[src/rtl/calc_alu_seq.sv]
`default_nettype none
// ============================================================================
// Module   : calc_alu_seq
// Purpose  : Multi-cycle unsigned arithmetic unit for the calculator datapath.
//            Add/subtract finish in one cycle. Multiply is an iterative
//            shift-add that takes WIDTH cycles. Divide, when enabled, is an
//            iterative restoring divide that also takes WIDTH cycles.
//            The block uses a start/done handshake.
// Options  : CALC_ALU_DIV_EN - when defined, op 11 is an unsigned divide.
//            When undefined, op 11 completes in one cycle with err=1, and
//            the divider state and datapath are not built.
// Ports    : clk        - rising-edge clock
//            clear_n    - asynchronous reset, active low
//            start      - request, accepted while busy=0
//            op_sel     - 00 add, 01 sub, 10 mul, 11 div
//            num1, num2 - WIDTH-bit unsigned operands
//            busy       - high while an iterative operation is running
//            done       - one-cycle completion pulse
//            number_out - 2*WIDTH-bit result
//            carry      - add carry / subtract borrow, 0 for mul/div
//            err        - illegal op or divide-by-zero on last completion
// Revision : 1.0 - initial release
// ============================================================================
module calc_alu_seq #(
    parameter int WIDTH = 4
) (
    input  logic                 clk,
    input  logic                 clear_n,
    input  logic                 start,
    input  logic [1:0]           op_sel,
    input  logic [WIDTH-1:0]     num1,
    input  logic [WIDTH-1:0]     num2,
    output logic                 busy,
    output logic                 done,
    output logic [2*WIDTH-1:0]   number_out,
    output logic                 carry,
    output logic                 err
);

    localparam int         CNT_W  = 5;
    localparam logic [CNT_W-1:0] c_LAST = CNT_W'(WIDTH - 1);

    typedef enum logic [1:0] {
        S_IDLE = 2'd0,
        S_MUL  = 2'd1,
        S_DIV  = 2'd2
    } state_t;

    state_t               state_q, state_d;
    logic [CNT_W-1:0]     cnt_q, cnt_d;
    logic                 done_q, done_d;
    logic [2*WIDTH-1:0]   result_q, result_d;
    logic                 carry_q, carry_d;
    logic                 err_q, err_d;

    // Multiplier datapath: multiplicand shifts left, multiplier shifts right
    // so that bit 0 always selects the current partial product.
    logic [2*WIDTH-1:0]   mcand_q, mcand_d;
    logic [WIDTH-1:0]     mplier_q, mplier_d;
    logic [2*WIDTH-1:0]   acc_q, acc_d;

    logic [WIDTH:0]       w_sum;
    logic [WIDTH:0]       w_diff;
    logic [2*WIDTH-1:0]   w_acc_next;

`ifdef CALC_ALU_DIV_EN
    // Restoring divider: quo_q starts as the dividend and is shifted out MSB
    // first into the partial remainder while quotient bits shift in at LSB.
    logic [WIDTH-1:0]     rem_q, rem_d;
    logic [WIDTH-1:0]     quo_q, quo_d;
    logic [WIDTH-1:0]     dsor_q, dsor_d;
    logic                 divz_q, divz_d;
    logic [WIDTH:0]       w_rem_shift;
    logic [WIDTH:0]       w_trial;
    logic                 w_fits;
    logic [WIDTH-1:0]     w_rem_next;
    logic [WIDTH-1:0]     w_quo_next;

    // With a zero divisor every trial subtraction fits, which naturally
    // yields an all-ones quotient and a remainder equal to the dividend.
    always_comb begin
        w_rem_shift = {rem_q, quo_q[WIDTH-1]};
        w_trial     = w_rem_shift - {1'b0, dsor_q};
        w_fits      = (w_rem_shift >= {1'b0, dsor_q});
        w_rem_next  = w_fits ? w_trial[WIDTH-1:0] : w_rem_shift[WIDTH-1:0];
        w_quo_next  = {quo_q[WIDTH-2:0], w_fits};
    end
`endif

    assign w_sum      = {1'b0, num1} + {1'b0, num2};
    assign w_diff     = {1'b0, num1} - {1'b0, num2};
    assign w_acc_next = acc_q + (mplier_q[0] ? mcand_q : {(2*WIDTH){1'b0}});

    always_comb begin
        state_d  = state_q;
        cnt_d    = cnt_q;
        done_d   = 1'b0;
        result_d = result_q;
        carry_d  = carry_q;
        err_d    = err_q;
        mcand_d  = mcand_q;
        mplier_d = mplier_q;
        acc_d    = acc_q;
`ifdef CALC_ALU_DIV_EN
        rem_d    = rem_q;
        quo_d    = quo_q;
        dsor_d   = dsor_q;
        divz_d   = divz_q;
`endif

        case (state_q)
            S_IDLE: begin
                if (start) begin
                    case (op_sel)
                        2'b00: begin
                            result_d = {{(WIDTH-1){1'b0}}, w_sum};
                            carry_d  = w_sum[WIDTH];
                            err_d    = 1'b0;
                            done_d   = 1'b1;
                        end
                        2'b01: begin
                            result_d = {{(WIDTH-1){1'b0}}, w_diff};
                            carry_d  = w_diff[WIDTH];
                            err_d    = 1'b0;
                            done_d   = 1'b1;
                        end
                        2'b10: begin
                            state_d  = S_MUL;
                            cnt_d    = '0;
                            mcand_d  = {{WIDTH{1'b0}}, num1};
                            mplier_d = num2;
                            acc_d    = '0;
                        end
                        default: begin
`ifdef CALC_ALU_DIV_EN
                            state_d  = S_DIV;
                            cnt_d    = '0;
                            rem_d    = '0;
                            quo_d    = num1;
                            dsor_d   = num2;
                            divz_d   = (num2 == '0);
`else
                            result_d = '0;
                            carry_d  = 1'b0;
                            err_d    = 1'b1;
                            done_d   = 1'b1;
`endif
                        end
                    endcase
                end
            end

            S_MUL: begin
                acc_d    = w_acc_next;
                mcand_d  = {mcand_q[2*WIDTH-2:0], 1'b0};
                mplier_d = {1'b0, mplier_q[WIDTH-1:1]};
                cnt_d    = cnt_q + 1'b1;
                if (cnt_q == c_LAST) begin
                    result_d = w_acc_next;
                    carry_d  = 1'b0;
                    err_d    = 1'b0;
                    done_d   = 1'b1;
                    state_d  = S_IDLE;
                end
            end

`ifdef CALC_ALU_DIV_EN
            S_DIV: begin
                rem_d = w_rem_next;
                quo_d = w_quo_next;
                cnt_d = cnt_q + 1'b1;
                if (cnt_q == c_LAST) begin
                    result_d = {w_rem_next, w_quo_next};
                    carry_d  = 1'b0;
                    err_d    = divz_q;
                    done_d   = 1'b1;
                    state_d  = S_IDLE;
                end
            end
`endif

            default: begin
                state_d = S_IDLE;
            end
        endcase
    end

    always_ff @(posedge clk or negedge clear_n) begin
        if (!clear_n) begin
            state_q  <= S_IDLE;
            cnt_q    <= '0;
            done_q   <= 1'b0;
            result_q <= '0;
            carry_q  <= 1'b0;
            err_q    <= 1'b0;
            mcand_q  <= '0;
            mplier_q <= '0;
            acc_q    <= '0;
`ifdef CALC_ALU_DIV_EN
            rem_q    <= '0;
            quo_q    <= '0;
            dsor_q   <= '0;
            divz_q   <= 1'b0;
`endif
        end else begin
            state_q  <= state_d;
            cnt_q    <= cnt_d;
            done_q   <= done_d;
            result_q <= result_d;
            carry_q  <= carry_d;
            err_q    <= err_d;
            mcand_q  <= mcand_d;
            mplier_q <= mplier_d;
            acc_q    <= acc_d;
`ifdef CALC_ALU_DIV_EN
            rem_q    <= rem_d;
            quo_q    <= quo_d;
            dsor_q   <= dsor_d;
            divz_q   <= divz_d;
`endif
        end
    end

    assign busy       = (state_q != S_IDLE);
    assign done       = done_q;
    assign number_out = result_q;
    assign carry      = carry_q;
    assign err        = err_q;

endmodule
`default_nettype wire

[config.mk]
export PLATFORM = sky130hd
export DESIGN_NAME = calc_alu_seq
export DESIGN_NICKNAME = d
export VERILOG_FILES = /design/src/rtl/calc_alu_seq.sv
export SDC_FILE = /design/constraint.sdc
export NUM_CORES = 1
export LEC_CHECK = 0
export ABC_AREA = 1
export BUFFER_PORTS_ARGS = -buffer_cell sky130_fd_sc_hd__buf_2
export CORE_MARGIN = 1.5
export CORE_UTILIZATION = 35
export DETAILED_ROUTE_END_ITERATION = 6
export HOLD_SLACK_MARGIN = 0.1
export PLACE_DENSITY = 0.56
export SYNTH_ARGS = -nofsm -noshare
export SYNTH_HDL_FRONTEND = slang
export SYNTH_SLANG_ARGS = --single-unit
[constraint.sdc]
create_clock -name clk -period 2.3 [get_ports clk]
set_input_delay 0.115 -clock clk [delete_from_list [all_inputs] [get_ports clk]]
set_output_delay 0.115 -clock clk [all_outputs]
set_load 0.1 [all_outputs]
Word level (Yosys, flattened, before mapping)

Cells that the tools add are included.
W data, S select, Z words.

Flip-flop bits (word level): 38
Bits in latches: 0
Bits in writable memories: 0
Bits in read-only memories: 0
Output and inout bits: 12
Logic and storage cells: 61
Memories kept: 0

Add/subtract/negate cells: 4
Multipliers: 0
Div/mod/pow operators: 0
Order comparisons: 0
Eq/ne operators: 8
Shifts and indexed selects: 0
Muxes and demuxes: 32
Bitwise gates (word level): 0
Reduce and logical (&&, ||, !) cells: 8

Operators by type and width:

| kind                  | count |
|---|---|
| $mux W8               | 7 |
| $pmux W8 S2           | 3 |
| $pmux W8 S3           | 1 |
| $mux W5               | 2 |
| $pmux W5 S2           | 1 |
| $add A8 B8 Y8         | 1 |
| $mux W4               | 2 |
| $pmux W1 S2           | 4 |
| $pmux W4 S2           | 1 |
| $mux W1               | 6 |
| $mux W2               | 3 |
| $ne A2 B2 Y1 const B  | 3 |
| $reduce_and A3 Y1     | 2 |
| $add A4 B4 Y5         | 1 |
| $add A5 B1 Y5 const B | 1 |
| $eq A5 B2 Y1 const B  | 1 |
| $sub A4 B4 Y5         | 1 |
| $eq A2 B1 Y1 const B  | 2 |
| $logic_not A2 Y1      | 2 |
| $pmux W2 S2           | 1 |
| $reduce_and A4 Y1     | 1 |
| $reduce_bool A2 Y1    | 2 |
| $pmux W1 S3           | 1 |
| $eq A2 B2 Y1 const B  | 1 |
| other kinds (2)       | 2 |

Logic depth before layout (Yosys ltp)

Gate-level depths: netlist (run 1).

Depth in word-level cells: 5
Mapped depth: 11
Mapped depth without buffers: 11

Least setup slack after synthesis (run 1)

OpenSTA, ideal clock, no wires.

Kind: flip-flop to flip-flop
Start point: reg state_q[0]
End point: reg result_q[0] (netlist: number_out[0])
Setup time: 0.122 ns
Data arrival time: 1.752 ns
Required time: 2.178 ns
Setup slack: 0.425 ns
Stages on the path, launching flop included: 8
Path buffers: 2
Cell sequence: dfrtp_1 buf_2 nand3_2 nand2_4 inv_4 buf_6 nand2_1 o21ai_2

Longest elaborated chain between the ends: 3
Elaborated cells between the ends (all ways): 8

Ends and longest elaborated chain:

| item                                                                       | line | RTL |
|---|---|---|
| start, declared                                                            | 49   | `state_t state_q, state_d;` |
| start signal, assigned                                                     | 206  | `state_q <= state_d;` |
| $eq A2 B1 Y1 / $logic_not A2 Y1 (equally long branches)                    | 111  | `case (state_q)` |
| $ne A2 B2 Y1 (no source line) / $reduce_bool A2 Y1 (equally long branches) | n/a  |  |
| $reduce_and A4 Y1 (no source line)                                         | n/a  |  |
| end signal, assigned                                                       | 209  | `result_q <= result_d;` |
| end, declared                                                              | 52   | `logic [2*WIDTH-1:0] result_q, result_d;` |

Several ways; a longest one is shown, not always the timed one.
A chain may end at the register's enable or synchronous reset.

Worst setup path after layout (run 1)

Start point: reg mplier_q[0]
End point: reg result_q[6] (netlist: number_out[6])

Longest elaborated chain between the ends: 4

Ends and longest elaborated chain:

| item                   | line | RTL |
|---|---|---|
| start, declared        | 59   | `logic [WIDTH-1:0] mplier_q, mplier_d;` |
| start signal, assigned | 213  | `mplier_q <= mplier_d;` |
| $mux W8                | 92   | `assign w_acc_next = acc_q + (mplier_q[0] ? mcand_q : {(2*WIDTH){1'b0}});` |
| $add A8 B8 Y8          | 92   |  |
| $mux W8                | 158  | `if (cnt_q == c_LAST) begin` |
| $pmux W8 S2            | 111  |  |

Every way passes these cells. The select of a mux whose other input is x is not followed.

==> results.py, run 1 <==
metrics = {
    "synthesis": {
        "synthMuxAreaShare": 0,
        "synth_top_area_frac": 0.408,
        "synth_seq_area_share": 0.408,
        "yosys.area_share.simple": 0.266,
        "synth_compound_area_frac": 0.112,
        "synth_top_area_cell": "dfrtp_1",
        "synth_edf_count": 0,
        "synthArstFlopShare": 1.00,
        "syn_avg_cell_area_um2": 7.72,
        "synth-main-ff-cell": "dfrtp_1",
        "synthAdderAreaFrac": 0.115,
        "ys_ff_latch": 37,
        "synth_cell_type_count": 27,
        "yosys.area_share.xor_xnor": 0.00386,
        "synth_area_leaders": "dfrtp_1, nand2_1, ha_1",
        "synth_warnings": 0,
        "syn_nets": 326,
        "synth_cells": 294,
        "synthesis.area_um2": 2270,
        "synth_top_family_by_area": "simple AND/OR/NAND/NOR gates",
    },
    "critical_path": {
        "worst-path-buf-inv": 1,
        "worstPathMaxFanout": 9,
        "cpMostUsedCell": "nand4_1",
        "cp_top_family": "adder cells",
        "startpoint_type": "flop",
        "arrival_ps": 1990,
        "critPathKind": "flop to flop",
        "crit_slowest_cell": "dfrtp_1",
        "path_cells": "nand2_1, inv_1, ha_1, fa_1, nand4_1, nand4_1, nand4_1, nand2_1",
        "end_kind": "flop",
        "cpPeakStageDelay_ps": 470,
        "required_ps": 2480,
    },
    "layout": {
        "fill_cells": 686,
        "area_delta_synth_final_pct": 13.2,
        "nets": 352,
        "drive_above_1_share": 0.131,
        "antenna_cells": 0,
        "stdcell_count": 398,
    },
    "power_and_ir_drop": {
        "leakage_nw": 1.42,
        "max-vdd-ir-drop_mv": 0.992,
        "p_int_mw": 1.81,
        "switchingPower_mw": 2.00,
        "pwr-share-seq": 0.297,
        "swShare": 0.525,
        "combPwrFrac": 0.572,
        "powerDensity_nw_per_um2": 1480,
        "clkPwrFrac": 0.131,
        "power_mw": 3.80,
    },
    "clock_tree": {
        "cts.sinks": 37,
        "clkLatencyLatePin_ps": 290,
        "clkTransAtPathRegs_ps": 70,
        "cts_root_buf": "clkbuf_8",
        "clock_path_buffers": 2,
        "cts_tree": "yes",
        "htreeDepth": 2,
        "cts_setup_buffers": 0,
        "cts_inserted_buffers": 5,
    },
    "floorplanning": {
        "io_pins": 25,
        "core-area_um2": 6310,
        "die_h_um": 83.6,
        "die_w_um": 83.6,
        "dieArea_um2": 6980,
        "start_util": 0.360,
        "rows": 29,
    },
    "timing": {
        "tns_ps": 0,
        "rsz0062_at_grt": "no",
        "finalHoldViolations": 0,
        "clock_skew_ps": 4.14,
        "slew_headroom": 0.448,
        "whs_ps": 116,
        "setup-violations-final": 0,
        "finalMaxSlewViolations": 0,
        "max_freq_mhz": 554,
        "layout_worst_path_cycle_share": 0.784,
        "min_period_ps": 1800,
        "worst_pin_slew_ps": 828,
    },
    "placement": {
        "dpl.cell_count": 389,
        "finalWeightedCongestion": 0.835,
        "place_hpwl_um": 3750,
        "io_buffers": 24,
    },
    "route": {
        "wl_per_cell_um": 12.3,
        "drt_iter0_markers": 47,
        "drt_first_pass_iters": 4,
        "route.detailed.drc": 0,
        "viasPerCell": 4.85,
        "drt-total-wl_um": 4910,
        "vias": 1932,
        "antenna_left": 0,
    },
    "worst_hold_path": {
        "hold_path.class": "primary input to flop",
    },
    "outcome": {
        "status": "completed",
    },
    "global_route": {
        "grt_max_degree": 38,
        "overflow": 0,
        "grtUsageTotal": 0.152,
        "grt_pass1_wl_um": 8400,
        "antenna_found_initial": 0,
        "grt_pass1_vias": 1841,
    },
    "flow_run": {
        "maxCapViolCount": 0,
    },
}
-- layout by cell type, fill, tap and decap left out --
master / Yosys / layout
nand2_1: 93 / 93
inv_1: 43 / 43
dfrtp_1: 37 / 37
buf_2: 7 / 24
nand3_1: 22 / 22
ha_1: 16 / 16
nor2_1: 13 / 13
a21oi_1: 12 / 12
o21ai_0: 10 / 10
nand4_1: 7 / 7
clkbuf_8: 0 / 7
o22ai_1: 5 / 5
o21ai_1: 4 / 4
a31oi_1: 4 / 4
o211ai_1: 3 / 3
fa_1: 3 / 3
buf_4: 0 / 3
o21ai_2: 2 / 2
nand3b_1: 2 / 2
a22o_1: 2 / 2
nor3_2: 1 / 1
nand3_2: 1 / 1
nand2_4: 1 / 1
inv_4: 1 / 1
or2_2: 1 / 1
a32o_1: 1 / 1
xor2_1: 1 / 1
clkinv_2: 0 / 1
dlygate4sd3_1: 0 / 1
-- cells in the mapped netlist (2+ instances only) --
cell / count
o21ai_0: 10
inv_1: 43
o22ai_1: 5
buf_2: 7
nor2_1: 13
a31oi_1: 4
a21oi_1: 12
o211ai_1: 3
dfrtp_1: 37
nand3_1: 22
nand3b_1: 2
nand2_1: 93
a22o_1: 2
nand4_1: 7
ha_1: 16
fa_1: 3
o21ai_2: 2
o21ai_1: 4
-- worst min-delay path: stages --
cell     delay, ps
buf_2          120
nand2_1         60
a31oi_1         70
-- flip-flops by register name, indices dropped and copies added (netlist names) --
register    flops
state_q         1
number_out      8
done            1
mcand_q         8
carry           1
err             1
mplier_q        4
acc_q           8
cnt_q           5
-- final cells by class --
class,instances,area (µm²),share of cell area
Sequential cell,37,926,0.360
Inverter,44,168,0.0652
Timing Repair Buffer,28,153,0.0594
Multi-Input combinational cell,204,1130,0.438
Clock inverter,1,5.00,0.00195
Clock buffer,7,96.3,0.0375
Tap cell,77,96.3,0.0375
-- power by group through the flow --
stage	clock network, mW	logic [mW]	registers, mW
after detailed placement	0	2.20	1.14
after floorplan	0	1.18	1.75
after global placement	0	2.19	1.14
final	0.497	2.18	1.13
after global routing	0.537	2.44	1.17
after CTS	0.516	2.21	1.13
-- stage by stage --
| step | utilization | area (µm²) | setup slack (ps) |
|---|---|---|---|
| floorplan | - | 2270 | 425 |
| global placement | 0.390 | 2460 | 530 |
| detailed placement | 0.390 | 2460 | 510 |
| CTS | 0.407 | 2570 | 486 |
| global route | 0.407 | 2570 | 341 |
| finish | 0.407 | 2570 | 496 |
-- cell families after synthesis --
logic type      count (synthesis)
buf+inv                        53
simple gates                  141
compound gates                 43
flops                          37
xor+xnor                        1
fa+ha+maj                      19
-- path summary, 6_finish.rpt --
| kind | end | depth (start not counted) | slack [ps] | start |
|---|---|---|---|---|
| worst min register to register | number_out[0] | 2 | 480 | number_out[0] |
| max in group asynchronous | cnt_q[3] | 2 | 1320 | clear_n |
| worst max-delay path | number_out[6] | 8 | 500 | mplier_q[0] |
| worst min-delay path | mplier_q[2] | 3 | 120 | num2[2] |
| worst max register to register | number_out[6] | 8 | 500 | mplier_q[0] |
| min in group asynchronous | acc_q[5] | 2 | 460 | clear_n |
-- layer usage --
layer  routed length, µm  track usage
met1                2400        0.205
met2                2290        0.244
met5                   0            0
met4                  62       0.0492
met3                 154       0.0326
-- timing repair --
item / in CTS / in global routing
hold buffers: 1 / 0
endpoints found under the hold margin: 37 / 0
setup endpoints to repair: 0 / 0
resized for setup: 0 / 0
Note: power is estimated with default switching activity, not from simulation.
==> run 2: changes to the inputs <==
==> constraint.sdc (replaced) <==
create_clock -name clk -period 1.8 [get_ports clk]
set_input_delay 0.09 -clock clk [delete_from_list [all_inputs] [get_ports clk]]
set_output_delay 0.09 -clock clk [all_outputs]
set_load 0.1 [all_outputs]
==> results.py, run 2 (synthesis gave the netlist of run 1 again) <==
metrics = {
    "timing": {
        "worst_pin_slew_ps": 496,
        "max_freq_mhz": 576,
        "setup-violations-final": 0,
        "finalHoldViolations": 0,
        "rsz0062_at_grt": "yes",
        "finalMaxSlewViolations": 0,
        "layout_worst_path_cycle_share": 0.964,
        "slew_headroom": 0.671,
        "whs_ps": 106,
        "clock_skew_ps": 2.83,
        "min_period_ps": 1740,
    },
    "global_route": {
        "grtUsageTotal": 0.164,
        "grt_use_met1": 0.211,
        "grt_pass1_vias": 1973,
        "overflow": 0,
        "antenna_found_initial": 0,
        "grt_util_met3": 0.0307,
        "grt_busiest_layer": "met2",
        "grt_pass1_wl_um": 9150,
        "use_met2": 0.276,
        "grt_max_degree": 38,
    },
    "clock_tree": {
        "clkTransAtPathRegs_ps": 70,
        "cts_root_buf": "clkbuf_8",
        "cts_tree": "yes",
        "cts.sinks": 37,
        "htreeDepth": 2,
        "clkLatencyLatePin_ps": 290,
        "cts_inserted_buffers": 5,
        "clock_path_buffers": 2,
    },
    "layout": {
        "layout_commonest_cell": "nand2_1",
        "area_delta_synth_final_pct": 18.7,
        "nets": 358,
        "drive_above_1_share": 0.174,
        "layout_common_cells": "nand2_1, inv_1, dfrtp_1",
        "fin_util": 0.427,
        "antenna_cells": 0,
        "design_area_um2": 2700,
    },
    "power_and_ir_drop": {
        "leakage_nw": 1.43,
        "power_mw": 5.12,
        "max-vdd-ir-drop_mv": 1.26,
        "powerDensity_nw_per_um2": 1900,
    },
    "placement": {
        "io_buffers": 24,
        "finalWeightedCongestion": 0.822,
        "placed_cell_area_um2": 2480,
        "place_hpwl_um": 3920,
    },
    "critical_path": {
        "arrival_ps": 1960,
        "end_kind": "flop",
        "startpoint_type": "primary input",
        "cpPeakStageDelay_ps": 530,
        "path_cells": "dlygate4sd3_1, buf_2, ha_1, fa_2, nand2_1, a21oi_1, a21oi_1, o21ai_2",
        "worstPathMaxFanout": 3,
        "critPathKind": "primary input to flop",
        "crit_slowest_cell": "dlygate4sd3_1",
        "cpMostUsedCell": "a21oi_1",
        "required_ps": 2020,
    },
    "floorplanning": {
        "die_w_um": 83.6,
        "die_h_um": 83.6,
        "io_pins": 25,
        "rows": 29,
        "dieArea_um2": 6980,
        "core-area_um2": 6310,
        "start_util": 0.360,
    },
    "flow_run": {
        "maxCapViolCount": 0,
    },
    "route": {
        "antenna_left": 0,
        "viasPerCell": 4.95,
        "route.detailed.drc": 0,
        "drt_first_pass_iters": 4,
        "drt_iter0_markers": 77,
        "vias": 1999,
        "wl_per_cell_um": 13.2,
        "drt-total-wl_um": 5330,
    },
    "worst_hold_path": {
        "hold_path.class": "primary input to flop",
    },
    "outcome": {
        "status": "completed",
    },
}
run 2: cell types whose count changed in the layout (fill, tap and decap cells not counted), sizes merged:
cell,delta
buf,+4
clkbuf,+1
clkinv,-1
dlygate4sd3,+2
run 2: final timing paths:
path                       cells after the start             to  slack, ps     startpoint
setup / recovery                               8  number_out[1]         60        num2[0]
hold / removal                                 3     mcand_q[0]        110        num1[0]
setup reg to reg                               8  number_out[6]        110    mplier_q[0]
hold reg to reg                                2  number_out[0]        490  number_out[0]
max in group asynchronous                      3     state_q[0]       1060        clear_n
min in group asynchronous                      3     mcand_q[4]        360        clear_n
run 2: worst max-delay path: cells and delay by family:
kind	cells	cell delay (ps)
adder cells (fa/ha/maj)	2	740
buffers and inverters	2	680
AO/OA/AOI/OAI	3	400
AND/OR/NAND/NOR	1	60
run 2: power by group:
| group | switching [mW] | leakage [nW] | internal, mW |
|---|---|---|---|
| clock | 0.293 | 0.0395 | 0.275 |
| sequential | 0.263 | 0.467 | 1.20 |
| combinational | 2.14 | 0.920 | 0.945 |
run 2: routing by layer:
metal	routed length, µm	up-vias
li1	-	1014
met1	2500	948
met2	2580	29
met3	164	8
met4	89	0
met5	0	-
run 2: what timing repair did:
action / CTS / global route
resized for setup: 0 / 16
hold buffers: 3 / 0
endpoints found under the hold margin: 39 / 0
buffers inserted: 0 / 1
setup endpoints to repair: 0 / 10
run 2: final cells by class:
cell class                      count  area, µm²
Fill cell                         665       3620
Multi-Input combinational cell    204       1220
Sequential cell                    37        927
Timing Repair Buffer               34        206
Inverter                           44        168
Tap cell                           77       96.3
Clock buffer                        8       80.1
run 2: metrics by stage:
step           TNS [ps]  std cells  worst slack (ps)
5_1_grt           -79.9        404             -40.4
3_5_place_dp          0        392              89.1
4_1_cts               0        403              3.55
6_report              0        404              64.9
3_3_place_gp          0        392               112
2_1_floorplan         0        294               135
==> run 3: changes to the inputs <==
==> constraint.sdc (replaced) <==
create_clock -name clk -period 2.2 [get_ports clk]
set_input_delay 0.11 -clock clk [delete_from_list [all_inputs] [get_ports clk]]
set_output_delay 0.11 -clock clk [all_outputs]
set_load 0.1 [all_outputs]
==> results.py, run 3 (synthesis gave the netlist of run 1 again) <==
metrics = {
    "outcome": {
        "status": "completed",
    },
    "critical_path": {
        "path_cells": "nand2_1, inv_1, ha_1, fa_1, nand4_1, nand4_1, nand4_1, nand2_1",
        "startpoint_type": "flop",
        "cpPeakStageDelay_ps": 470,
        "required_ps": 2380,
        "worst-path-buf-inv": 1,
        "arrival_ps": 2000,
        "end_kind": "flop",
        "cpMostUsedCell": "nand4_1",
        "worstPathMaxFanout": 9,
        "critPathKind": "flop to flop",
        "crit_slowest_cell": "dfrtp_1",
        "critical_path.startpoint": "mplier_q[0]",
        "cp_top_family": "adder cells",
        "r2r-start": "mplier_q[0]",
    },
    "route": {
        "drt_first_pass_iters": 4,
        "wl_per_cell_um": 12.6,
        "drt-total-wl_um": 5030,
        "antenna_left": 0,
        "wl_met3_um": 144,
        "routed-wl-met2_um": 2330,
        "route.detailed.drc": 0,
        "top_layer": "met4",
        "drt_iter0_markers": 87,
        "viasPerCell": 4.85,
        "met1Wirelength_um": 2500,
        "vias": 1932,
    },
    "clock_tree": {
        "clkLatencyLatePin_ps": 290,
        "clock_path_buffers": 2,
        "cts_setup_buffers": 0,
        "cts_resized": 0,
        "cts_tree": "yes",
        "htreeDepth": 2,
        "cts_inserted_buffers": 5,
        "cts_root_buf": "clkbuf_8",
        "cts.sinks": 37,
        "clkTransAtPathRegs_ps": 70,
    },
    "floorplanning": {
        "die_w_um": 83.6,
        "io_pins": 25,
        "core-area_um2": 6310,
        "die_h_um": 83.6,
        "dieArea_um2": 6980,
        "rows": 29,
        "start_util": 0.360,
    },
    "timing": {
        "whs_ps": 113,
        "finalMaxSlewViolations": 0,
        "setup-violations-final": 0,
        "layout_worst_path_cycle_share": 0.825,
        "tns_ps": 0,
        "rsz0062_at_grt": "no",
        "worst_pin_slew_ps": 865,
        "finalHoldViolations": 0,
        "min_period_ps": 1820,
        "slew_headroom": 0.423,
        "max_freq_mhz": 551,
        "clock_skew_ps": 4.34,
    },
    "worst_hold_path": {
        "hold_path.class": "primary input to flop",
        "hold_start": "num1[2]",
    },
    "global_route": {
        "grt_pass1_wl_um": 8730,
        "overflow": 0,
        "grtUsageTotal": 0.159,
        "grt_max_degree": 38,
        "antenna_found_initial": 0,
        "grt_pass1_vias": 1839,
    },
    "layout": {
        "nets": 352,
        "layout_commonest_cell": "nand2_1",
        "fin_util": 0.407,
        "layout_common_cells": "nand2_1, inv_1, dfrtp_1",
        "fill_cells": 683,
        "antenna_cells": 0,
        "drive_above_1_share": 0.131,
        "area_delta_synth_final_pct": 13.2,
    },
    "power_and_ir_drop": {
        "max-vdd-ir-drop_mv": 1.06,
        "leakage_nw": 1.42,
        "powerDensity_nw_per_um2": 1550,
    },
    "placement": {
        "finalWeightedCongestion": 0.836,
        "io_buffers": 24,
        "place_hpwl_um": 3780,
    },
    "flow_run": {
        "maxCapViolCount": 0,
    },
}
[run 3: cell types whose count changed in the layout (fill, tap and decap cells not counted), sizes merged]
cell and change:
clkbuf -1, dlygate4sd3 -2, buf -4, clkinv +1
[run 3: final cells by class]
type,instances,area (µm²),share of cell area
Multi-Input combinational cell,204,1130,0.438
Inverter,44,168,0.0652
Clock buffer,7,96.3,0.0375
Tap cell,77,96.3,0.0375
Clock inverter,1,5.00,0.00195
Sequential cell,37,926,0.360
Timing Repair Buffer,28,153,0.0594
[run 3: through the flow]
| step | std cells | power (mW) | setup WS (ps) | cell area (µm²) |
|---|---|---|---|---|
| after floorplan | 294 | 3.06 | 325 | 2270 |
| after global placement | 389 | 3.48 | 430 | 2460 |
| after detailed placement | 389 | 3.50 | 416 | 2460 |
| after CTS | 398 | 4.04 | 397 | 2570 |
| after global routing | 398 | 4.34 | 234 | 2570 |
| final | 398 | 3.99 | 384 | 2570 |
[run 3: path summary, 6_finish.rpt]
kind / to / slack, ps / cells past startpoint
hold / removal: mcand_q[2] / 110 / 3
hold reg to reg: number_out[7] / 480 / 2
setup reg to reg: number_out[6] / 380 / 8
min in group asynchronous: mcand_q[2] / 480 / 2
max in group asynchronous: cnt_q[1] / 1190 / 2
setup / recovery: number_out[6] / 380 / 8
[run 3: worst register-to-register path: stages, from the launching register on]
cell	delay, ps
dfrtp_1	470
nand2_1	100
inv_1	50
ha_1	200
fa_1	430
nand4_1	160
nand4_1	120
nand4_1	120
nand2_1	50
[run 3: timing repair]
item	CTS	global route
endpoints found under the hold margin	37	0
hold buffers	1	0
endpoints found under the setup margin	0	0
[run 3: power breakdown]
group | internal [mW] | total (mW) | switching [mW]
combinational | 0.626 | 2.29 | 1.67
clock | 0.283 | 0.521 | 0.238
sequential | 0.981 | 1.18 | 0.198
total | 1.89 | 3.99 | 2.10
[run 3: per-layer routing]
| metal | up-vias | GRT usage |
|---|---|---|
| met2 | 30 | 0.254 |
| met3 | 8 | 0.0287 |
| met4 | 0 | 0.0611 |
| met1 | 894 | 0.215 |
| li1 | 1000 | - |
| met5 | - | 0 |
